--- src/rtl/ethernet_rx.sv ---
// ethernet_rx: receive-side UDP engine. Parses and filters the Ethernet/IPv4/UDP
// header of frames from the CMAC RX stream, resolves the sender to a connection ID
// via the connection manager, and emits the payload realigned to byte 0 with the
// connection ID on tuser.
module ethernet_rx #(
  parameter int DATA_WIDTH     = 512,
  parameter int MAC_ADDR_WIDTH = 48,
  parameter int IP_ADDR_WIDTH  = 32,
  parameter int UDP_PORT_WIDTH = 16,
  parameter int HASH_WIDTH     = 8,
  parameter int CONN_ID_WIDTH  = HASH_WIDTH + $clog2(4)
) (
  input  logic                      rx_axis_aclk,
  input  logic                      rx_axis_rst,
  input  logic                      rx_engine_enable,
  input  logic [MAC_ADDR_WIDTH-1:0] my_config_src_macAddr,
  input  logic [IP_ADDR_WIDTH-1:0]  my_config_src_ipAddr,
  input  logic [UDP_PORT_WIDTH-1:0] my_config_src_udpPort,
  // raw frames from the CMAC
  input  logic                      cmac_rx_axis_tvalid,
  input  logic                      cmac_rx_axis_tlast,
  input  logic [DATA_WIDTH-1:0]     cmac_rx_axis_tdata,
  input  logic [DATA_WIDTH/8-1:0]   cmac_rx_axis_tkeep,
  output logic                      cmac_rx_axis_tready,
  // forward-lookup request to the connection manager
  output logic                      m00_axis_fw_lookup_valid,
  output logic [IP_ADDR_WIDTH-1:0]  m00_axis_fw_lookup_ipAddr,
  output logic [UDP_PORT_WIDTH-1:0] m00_axis_fw_lookup_udpPort,
  input  logic                      m00_axis_fw_lookup_ready,
  // forward-lookup response
  input  logic                      s00_axis_fw_lookup_valid,
  input  logic                      s00_axis_fw_lookup_hit,
  input  logic [CONN_ID_WIDTH-1:0]  s00_axis_fw_lookup_connectionId,
  output logic                      s00_axis_fw_lookup_ready,
  // realigned UDP payload
  output logic                      udp_rx_axis_tvalid,
  output logic                      udp_rx_axis_tlast,
  output logic [DATA_WIDTH-1:0]     udp_rx_axis_tdata,
  output logic [DATA_WIDTH/8-1:0]   udp_rx_axis_tkeep,
  output logic [CONN_ID_WIDTH-1:0]  udp_rx_axis_tuser,
  input  logic                      udp_rx_axis_tready,
  // statistics
  output logic [31:0]               rx_pkt_count,
  output logic [31:0]               rx_drop_count
);

  localparam int KEEP_WIDTH = DATA_WIDTH / 8;
  localparam int HDR_BYTES  = 42;                      // 14 Eth + 20 IPv4 + 8 UDP
  localparam int TAIL_BYTES = KEEP_WIDTH - HDR_BYTES;  // payload bytes in the first beat
  localparam int HDR_BITS   = HDR_BYTES * 8;
  localparam int TAIL_BITS  = TAIL_BYTES * 8;

  typedef enum logic [2:0] {
    IDLE,
    LOOKUP_REQ,
    LOOKUP_WAIT,
    STREAM,
    FLUSH,
    DROP
  } state_t;

  state_t state_reg, state_next;

  // Byte n of a beat lives at tdata[8n+7:8n]; header fields are big-endian.
  function automatic logic [7:0] byte_at(input logic [DATA_WIDTH-1:0] d, input int n);
    return d[8*n +: 8];
  endfunction

  // Header fields of the incoming beat (only meaningful on a frame's first beat)
  logic [47:0] in_dst_mac;
  logic [15:0] in_ethertype;
  logic [7:0]  in_ver_ihl;
  logic [7:0]  in_proto;
  logic [31:0] in_src_ip;
  logic [31:0] in_dst_ip;
  logic [15:0] in_src_port;
  logic [15:0] in_dst_port;
  logic        hdr_ok;

  assign in_dst_mac   = {byte_at(cmac_rx_axis_tdata, 0), byte_at(cmac_rx_axis_tdata, 1),
                         byte_at(cmac_rx_axis_tdata, 2), byte_at(cmac_rx_axis_tdata, 3),
                         byte_at(cmac_rx_axis_tdata, 4), byte_at(cmac_rx_axis_tdata, 5)};
  assign in_ethertype = {byte_at(cmac_rx_axis_tdata, 12), byte_at(cmac_rx_axis_tdata, 13)};
  assign in_ver_ihl   = byte_at(cmac_rx_axis_tdata, 14);
  assign in_proto     = byte_at(cmac_rx_axis_tdata, 23);
  assign in_src_ip    = {byte_at(cmac_rx_axis_tdata, 26), byte_at(cmac_rx_axis_tdata, 27),
                         byte_at(cmac_rx_axis_tdata, 28), byte_at(cmac_rx_axis_tdata, 29)};
  assign in_dst_ip    = {byte_at(cmac_rx_axis_tdata, 30), byte_at(cmac_rx_axis_tdata, 31),
                         byte_at(cmac_rx_axis_tdata, 32), byte_at(cmac_rx_axis_tdata, 33)};
  assign in_src_port  = {byte_at(cmac_rx_axis_tdata, 34), byte_at(cmac_rx_axis_tdata, 35)};
  assign in_dst_port  = {byte_at(cmac_rx_axis_tdata, 36), byte_at(cmac_rx_axis_tdata, 37)};

  // A frame is ours only if the whole header is present and every filter matches.
  assign hdr_ok = rx_engine_enable
               && cmac_rx_axis_tkeep[HDR_BYTES-1]
               && (in_dst_mac   == my_config_src_macAddr)
               && (in_ethertype == 16'h0800)
               && (in_ver_ihl   == 8'h45)
               && (in_proto     == 8'h11)
               && (in_dst_ip    == my_config_src_ipAddr)
               && (in_dst_port  == my_config_src_udpPort);

  // Holding registers: upper bytes of the previous beat and the lookup key
  logic [TAIL_BITS-1:0]      hold_data_reg;
  logic [TAIL_BYTES-1:0]     hold_keep_reg;
  logic                      first_last_reg;
  logic [IP_ADDR_WIDTH-1:0]  lookup_ip_reg;
  logic [UDP_PORT_WIDTH-1:0] lookup_port_reg;
  logic [CONN_ID_WIDTH-1:0]  conn_id_reg;

  // Output register
  logic                      out_valid_reg;
  logic                      out_last_reg;
  logic [DATA_WIDTH-1:0]     out_data_reg;
  logic [KEEP_WIDTH-1:0]     out_keep_reg;
  logic [CONN_ID_WIDTH-1:0]  out_user_reg;

  logic [31:0] pkt_count_reg;
  logic [31:0] drop_count_reg;

  // Control strobes from the FSM
  logic out_free;
  logic cmac_ready;
  logic lookup_valid;
  logic resp_ready;
  logic first_load;
  logic stream_load;
  logic stream_last;
  logic flush_load;
  logic conn_load;
  logic pkt_inc;
  logic drop_inc;

  assign out_free = !out_valid_reg || udp_rx_axis_tready;

  // State register
  always_ff @(posedge rx_axis_aclk) begin
    if (rx_axis_rst) begin
      state_reg <= IDLE;
    end else begin
      state_reg <= state_next;
    end
  end

  // Next-state and handshake decode; everything idles while reset is held
  always_comb begin
    state_next   = state_reg;
    cmac_ready   = 1'b0;
    lookup_valid = 1'b0;
    resp_ready   = 1'b0;
    first_load   = 1'b0;
    stream_load  = 1'b0;
    stream_last  = 1'b0;
    flush_load   = 1'b0;
    conn_load    = 1'b0;
    pkt_inc      = 1'b0;
    drop_inc     = 1'b0;
    if (!rx_axis_rst) begin
      case (state_reg)
        IDLE: begin
          cmac_ready = 1'b1;
          if (cmac_rx_axis_tvalid) begin
            first_load = 1'b1;
            if (hdr_ok) begin
              state_next = LOOKUP_REQ;
            end else if (cmac_rx_axis_tlast) begin
              drop_inc = 1'b1;
            end else begin
              state_next = DROP;
            end
          end
        end
        LOOKUP_REQ: begin
          lookup_valid = 1'b1;
          if (m00_axis_fw_lookup_ready) begin
            state_next = LOOKUP_WAIT;
          end
        end
        LOOKUP_WAIT: begin
          resp_ready = 1'b1;
          if (s00_axis_fw_lookup_valid) begin
            if (s00_axis_fw_lookup_hit) begin
              conn_load  = 1'b1;
              state_next = first_last_reg ? FLUSH : STREAM;
            end else if (first_last_reg) begin
              drop_inc   = 1'b1;
              state_next = IDLE;
            end else begin
              state_next = DROP;
            end
          end
        end
        STREAM: begin
          cmac_ready = out_free;
          if (cmac_rx_axis_tvalid && out_free) begin
            stream_load = 1'b1;
            if (cmac_rx_axis_tlast) begin
              // If the last beat has no bytes beyond the realignment point, it closes the packet.
              if (!cmac_rx_axis_tkeep[HDR_BYTES]) begin
                stream_last = 1'b1;
                pkt_inc     = 1'b1;
                state_next  = IDLE;
              end else begin
                state_next = FLUSH;
              end
            end
          end
        end
        FLUSH: begin
          if (!hold_keep_reg[0]) begin
            // Header-only frame: nothing to emit
            pkt_inc    = 1'b1;
            state_next = IDLE;
          end else if (out_free) begin
            flush_load = 1'b1;
            pkt_inc    = 1'b1;
            state_next = IDLE;
          end
        end
        DROP: begin
          cmac_ready = 1'b1;
          if (cmac_rx_axis_tvalid && cmac_rx_axis_tlast) begin
            drop_inc   = 1'b1;
            state_next = IDLE;
          end
        end
        default: state_next = IDLE;
      endcase
    end
  end

  // Capture the tail of each accepted beat, the lookup key and the connection ID
  always_ff @(posedge rx_axis_aclk) begin
    if (rx_axis_rst) begin
      hold_data_reg   <= '0;
      hold_keep_reg   <= '0;
      first_last_reg  <= 1'b0;
      lookup_ip_reg   <= '0;
      lookup_port_reg <= '0;
      conn_id_reg     <= '0;
    end else begin
      if (first_load || stream_load) begin
        hold_data_reg <= cmac_rx_axis_tdata[DATA_WIDTH-1:HDR_BITS];
        hold_keep_reg <= cmac_rx_axis_tkeep[KEEP_WIDTH-1:HDR_BYTES];
      end
      if (first_load) begin
        first_last_reg  <= cmac_rx_axis_tlast;
        lookup_ip_reg   <= in_src_ip;
        lookup_port_reg <= in_src_port;
      end
      if (conn_load) begin
        conn_id_reg <= s00_axis_fw_lookup_connectionId;
      end
    end
  end

  // Output register: loads a realigned beat, otherwise holds until consumed
  always_ff @(posedge rx_axis_aclk) begin
    if (rx_axis_rst) begin
      out_valid_reg <= 1'b0;
      out_last_reg  <= 1'b0;
      out_data_reg  <= '0;
      out_keep_reg  <= '0;
      out_user_reg  <= '0;
    end else if (stream_load) begin
      out_valid_reg <= 1'b1;
      out_last_reg  <= stream_last;
      out_data_reg  <= {cmac_rx_axis_tdata[HDR_BITS-1:0], hold_data_reg};
      out_keep_reg  <= {cmac_rx_axis_tkeep[HDR_BYTES-1:0], hold_keep_reg};
      out_user_reg  <= conn_id_reg;
    end else if (flush_load) begin
      out_valid_reg <= 1'b1;
      out_last_reg  <= 1'b1;
      out_data_reg  <= {{HDR_BITS{1'b0}}, hold_data_reg};
      out_keep_reg  <= {{HDR_BYTES{1'b0}}, hold_keep_reg};
      out_user_reg  <= conn_id_reg;
    end else if (udp_rx_axis_tready) begin
      out_valid_reg <= 1'b0;
    end
  end

  // Delivered / dropped frame counters, free-running with natural wrap
  always_ff @(posedge rx_axis_aclk) begin
    if (rx_axis_rst) begin
      pkt_count_reg  <= '0;
      drop_count_reg <= '0;
    end else begin
      if (pkt_inc) begin
        pkt_count_reg <= pkt_count_reg + 32'd1;
      end
      if (drop_inc) begin
        drop_count_reg <= drop_count_reg + 32'd1;
      end
    end
  end

  assign cmac_rx_axis_tready        = cmac_ready;
  assign m00_axis_fw_lookup_valid   = lookup_valid;
  assign m00_axis_fw_lookup_ipAddr  = lookup_ip_reg;
  assign m00_axis_fw_lookup_udpPort = lookup_port_reg;
  assign s00_axis_fw_lookup_ready   = resp_ready;
  assign udp_rx_axis_tvalid         = out_valid_reg;
  assign udp_rx_axis_tlast          = out_last_reg;
  assign udp_rx_axis_tdata          = out_data_reg;
  assign udp_rx_axis_tkeep          = out_keep_reg;
  assign udp_rx_axis_tuser          = out_user_reg;
  assign rx_pkt_count               = pkt_count_reg;
  assign rx_drop_count              = drop_count_reg;

endmodule

--- config.mk ---
export PLATFORM = sky130hd
export DESIGN_NAME = ethernet_rx
export DESIGN_NICKNAME = d
export VERILOG_FILES = /design/src/rtl/ethernet_rx.sv
export SDC_FILE = /design/constraint.sdc
export NUM_CORES = 2
export LEC_CHECK = 0
export ABC_AREA = 1
export BUFFER_PORTS_ARGS = -buffer_cell sky130_fd_sc_hd__buf_2
export CORE_AREA = 8 8 531 533
export CTS_BUF_LIST = sky130_fd_sc_hd__clkbuf_2 sky130_fd_sc_hd__clkbuf_4 sky130_fd_sc_hd__clkbuf_8
export DETAILED_ROUTE_END_ITERATION = 10
export DIE_AREA = 0 0 539 541
export MAX_ROUTING_LAYER = met4
export SLEW_MARGIN = 5
export SYNTH_ARGS = -nofsm -noshare
export SYNTH_HDL_FRONTEND = slang
export SYNTH_SLANG_ARGS = --single-unit
export TNS_END_PERCENT = 10
--- constraint.sdc ---
create_clock -name rx_axis_aclk -period 2.45 [get_ports rx_axis_aclk]
set_input_delay 0.1225 -clock rx_axis_aclk [delete_from_list [all_inputs] [get_ports rx_axis_aclk]]
set_output_delay 0.1225 -clock rx_axis_aclk [all_outputs]
set_load 0.02 [all_outputs]
* After elaboration in Yosys (flattened, before gate mapping) *
Index checks and enable logic that the tools add are counted.

word-level totals
  register bits = 912
  input port bits = 691
  output and inout port bits = 703
  word-level logic and storage cells = 114

operators by class
  add/subtract/negate cells = 2
  eq/ne operators = 19
  mux-type cells = 62
  reductions and logical operators = 17

operator list
  cell                                                                      count
  512-bit two-way mux                                                       2
  64-bit two-way mux                                                        2
  32-bit by 1-bit adder with 32-bit output (second input constant)          2
  48-bit equality test                                                      1
  3-bit two-way mux                                                         14
  1-bit two-way mux                                                         38
  32-bit equality test                                                      1
  10-bit two-way mux                                                        2
  3-bit one-hot mux with 6 select lines                                     1
  16-bit by 12-bit equality test with 1-bit output (second input constant)  1
  16-bit equality test                                                      1
  2-bit inequality test (second input constant)                             6
  1-bit logical AND                                                         9
  8-bit by 5-bit equality test with 1-bit output (second input constant)    1
  8-bit by 7-bit equality test with 1-bit output (second input constant)    1
  8-bit AND reduction                                                       1
  3-bit by 2-bit equality test with 1-bit output (second input constant)    2
  3-bit equality test (second input constant)                               2
  3-bit inequality test (second input constant)                             2
  1-bit one-hot mux with 2 select lines                                     2
  3-bit by 1-bit equality test with 1-bit output (second input constant)    1
  3-bit zero test                                                           1
  1-bit one-hot mux with 3 select lines                                     1
  3-bit nonzero test                                                        1
  other kinds (4)                                                           5

* Depth between registers and ports, before layout *
  depth after elaboration = 11
  depth in mapped cells = 15
  gate-level depth less buffers = 15

* Worst setup path after synthesis *
No wires, ideal clock.

  kind = reg2reg
  start = reg pkt_count_reg[0], in the netlist rx_pkt_count[0]
  end = reg pkt_count_reg[18], in the netlist rx_pkt_count[18]
  library setup time = 0.115 ns
  data arrival time = 1.853 ns
  data required time = 2.335 ns
  setup slack = 0.481 ns
  cell stages (with the launch flop) = 12
  buffers on the path = 0
  period minus slack after synthesis = 1.969 ns
  cells stage by stage = dfxtp_1 -> ha_1 -> nand3_1 -> inv_1 -> nand2_1 -> nor2_1 -> nand4_4 -> nor2_4 -> nand2_2 -> nor2_2 -> nand2_1 -> and3_1

between the ends
  cells in the longest elaborated chain, start to end = 1

RTL lines
  what                                      RTL line  RTL
  start: declaration                        118       logic [31:0] pkt_count_reg;
  start signal: assignment                  289       pkt_count_reg <= pkt_count_reg + 32'd1;
  32-bit by 1-bit adder with 32-bit output  289

No other way between the ends.
A chain may end at the register's enable or synchronous reset.

* Worst setup path after layout *
  start = in cmac_rx_axis_tdata[109]
  end = reg drop_count_reg[23], in the netlist rx_drop_count[23]

between the ends
  cells in the longest elaborated chain, start to end = 10

RTL lines
  what                                              RTL line  RTL
  start: declaration                                22        input logic [DATA_WIDTH-1:0] cmac_rx_axis_tdata,
  16-bit by 12-bit equality test with 1-bit output  97        && (in_ethertype == 16'h0800)
  1-bit logical AND                                 97
  1-bit logical AND                                 98        && (in_ver_ihl == 8'h45)
  1-bit logical AND                                 99        && (in_proto == 8'h11)
  1-bit logical AND                                 100       && (in_dst_ip == my_config_src_ipAddr)
  1-bit logical AND                                 101       && (in_dst_port == my_config_src_udpPort);
  1-bit two-way mux                                 164       if (hdr_ok) begin
  1-bit two-way mux                                 162       if (cmac_rx_axis_tvalid) begin
  1-bit one-hot mux with 3 select lines             159       case (state_reg)
  1-bit two-way mux                                 158       if (!rx_axis_rst) begin
  end signal: assignment                            292       drop_count_reg <= drop_count_reg + 32'd1;
  end: declaration                                  119       logic [31:0] drop_count_reg;

No other way between the ends.

==> flow_summary.toml <==
[status]
status = "finished, final reports clean"

[global_routing]
grt_pass1_vias = 43596
antenna_found_initial = 185
overflow = 0
grt_pass1_wl_mm = 396.5
grt_start_max_net_pins = 161
groute.usage.overall = 0.2030

[flow_run]
maxCapViolations = 0

[detailed_routing]
drtAntennaViolNets = 0
routed-via-count = 45366
routedWlPerCell_um = 27.63
routed_wl_mm = 308.8
drtPass1Iterations = 5
vias_per_cell = 4.059
drc_errors = 0
first_iter_violations = 4317

[place]
place_ws_ns = -0.5132
dpl.hpwl_mm = 251.6
gp_congestion = 1.093
port_buffers = 1393

[synth]
yosysSeqAreaShare = 0.5123
syn_nets = 5538
synth_top_area_frac = 0.5123
synth_area_um2 = 35640
ys_warn_count = 0
synth.area.top_cells = "dfxtp_1 (51%), nand2_1 (9.9%), a21oi_1 (7.3%)"
synth_seq_cells = 912
ys_types = 41
yosys.area.top_type = "dfxtp_1"
synthCells = 4842
avgSynthCellArea_um2 = 7.360

[critical_path]
crit_top_cell = "nand2_1"
regToRegStartpoint = "state_reg[1]"
path_class = "input port to flip-flop"
cp-start-kind = "input port"
crit_chain = "dlygate4sd3_1 -> buf_2 -> dlygate4sd3_1 -> inv_1 -> nand2_1 -> nor2_2 -> nand2_1 -> nor2_2 -> nand2_2 -> nor2_1 -> nand3_1 -> o21ai_2 -> buf_4 -> nand2_1 -> nand2_4 -> buf_12 -> nand2_1 -> a21oi_1"
reg2regPathDepth = 12
cp_max_fo = 17
critPathArrivalTime_ns = 3.28
cp-end-kind = "flip-flop"
critical_path.slowest_cell = "dlygate4sd3_1"
crit_path_start = "cmac_rx_axis_tdata[109]"
path_buf_inv = 6
cp_num_cells = 18
rr_endpoint = "hold_keep_reg[19]"
rrSetupSlack_ns = 0.13
critPathMaxStageDelay_ns = 0.55
critical-path-top-delay-family = "buffers and inverters"
worstSetupEndpoint = "rx_drop_count[23]"
required_ns = 3.30

[cts]
clkLatencyLatePin_ns = 0.95
htree_levels = 4
cts-root-buf = "clkbuf_8"
cts_made_buffers = 178
cts_tree = "yes"
clock-sinks = 912
clk_pin_slew_ns = 0.07
cts_max_path_buffers = 4

[final_layout]
fillCellCount = 30408
final_common_cell = "buf_2"
drive_above_1_share = 0.2557
fin_nets = 8003
final_cell_mix = "buf_2 (1,389), dlygate4sd3_1 (1,044), nand2_1 (935)"
areaGrowthSynthToFinish_pct = 74.95
largest_register_ffs = 512

[floorplanning]
die-area_um2 = 291600
io_pins = 1394
row_count = 192
core_area_um2 = 272900
die_w_um = 539
initial_core_util = 0.1306
chipHeight_um = 541

[timing]
fmax_ghz = 0.4123
period_minus_slack_ns = 2.425
rsz0062_at_grt = "yes"
finalSetupViolCount = 0
hold_ws_ns = 0.1072
slew_violations = 0
timing.final.hold_violations = 0
clock-skew-final_ns = 0.1066
setup_ws_ns = 0.02465
max_slew_margin = 0.3420
tightest_slew_ns = 0.9870
period_share = 0.9899

[pwr]
power_density_nw_per_um2 = 732.0
ir_drop_mv = 0.6820
leakage_uw = 0.02887

[hold_path]
hold_class = "input port to flip-flop"
Yosys cell counts (all sizes together):
cell / n
nand2: 945
dfxtp: 912
nor2: 675
o21ai: 584
a21oi: 522
inv: 442
nand3: 230
clkbuf: 165
buf: 138
nor3: 98
nand4: 36
xor2: 31
xnor2: 27
nor4: 9
o21a: 6
ha: 5
nand3b: 3
a31oi: 2
and3: 2
o221ai: 2
a211oi: 1
a32oi: 1
and2: 1
clkinv: 1
nor3b: 1
o21bai: 1
o22ai: 1
o311ai: 1
worst reg2reg max path, stage by stage (launching register included):
cell	delay, ns
dfxtp_1	0.34
inv_2	0.08
nor3_4	0.21
buf_4	0.16
inv_2	0.04
nor2_4	0.14
nand2_8	0.10
o21ai_4	0.08
buf_12	0.14
buf_4	0.14
clkbuf_16	0.17
a21oi_1	0.07
dlygate4sd3_1	0.55
logic make-up after synthesis:
kind of cell / count (synthesis) / synth area share
buffers and inverters: 746 / 0.08342
adder cells (fa/ha/maj): 5 / 0.001755
AO/OA/AOI/OAI: 1121 / 0.1588
flip-flops: 912 / 0.5123
XOR/XNOR: 58 / 0.01425
AND/OR/NAND/NOR: 2000 / 0.2294
routing by layer:
metal,vias up,global-route usage,share of wire
li1,20760,-,-
met1,21389,0.2165,0.37
met2,2652,0.2967,0.42
met3,565,0.1318,0.17
met4,0,0.08519,0.050
met5,-,-,0
layout make-up:
type,count,area (µm²),share of cell area
Sequential cell,912,18260,0.2929
Clock inverter,32,401.6,0.006442
Clock buffer,275,3435,0.05509
Antenna cell,153,382.9,0.006141
Inverter,443,1687,0.02705
Tap cell,3589,4491,0.07202
Multi-Input combinational cell,3184,14490,0.2324
Timing Repair Buffer,2588,19200,0.3080
power by group:
group	switching [µW]	total [µW]	internal, µW
Sequential	989	17400	16500
Combinational	7080	10900	3860
Clock	7670	17300	9590
worst min path at each step:
| stage | from | end | slack [ns] | cells past startpoint |
|---|---|---|---|---|
| after detailed placement | cmac_rx_axis_tdata[495] | hold_data_reg[159] | 0.36 | 3 |
| final | cmac_rx_axis_tdata[279] | udp_rx_axis_tdata[455] | 0.11 | 4 |
| after CTS | cmac_rx_axis_tdata[137] | udp_rx_axis_tdata[313] | 0.0003 | 4 |
| after global placement | cmac_rx_axis_tdata[492] | hold_data_reg[156] | 0.36 | 3 |
| after floorplan | cmac_rx_axis_tdata[439] | hold_data_reg[103] | 0.25 | 2 |
| after global routing | cmac_rx_axis_tdata[499] | hold_data_reg[163] | 0.04 | 4 |
repair_timing:
item | 4_1_cts | 5_1_grt
cloned | 0 | 5
hold endpoints to repair | 893 | 0
buffers inserted | 4 | 6
setup endpoints to repair | 2 | 145
resized for setup | 4 | 27
hold buffers | 1044 | 0
pin swaps | 3 | 6
per-stage QoR:
step	power [µW]	std cells	setup TNS (ns)	cell area (µm²)	util
CTS	45710	11012	0	61720	0.2262
floorplan	21850	4842	0	35640	-
finish	45640	11176	0	62350	0.2285
detailed placement	26500	9657	-16.25	47390	0.1736
global placement	26460	9657	-17.70	47390	0.1736
global route	47670	11146	-0.07343	62270	0.2282
Note: power is estimated with default switching activity, not from simulation.
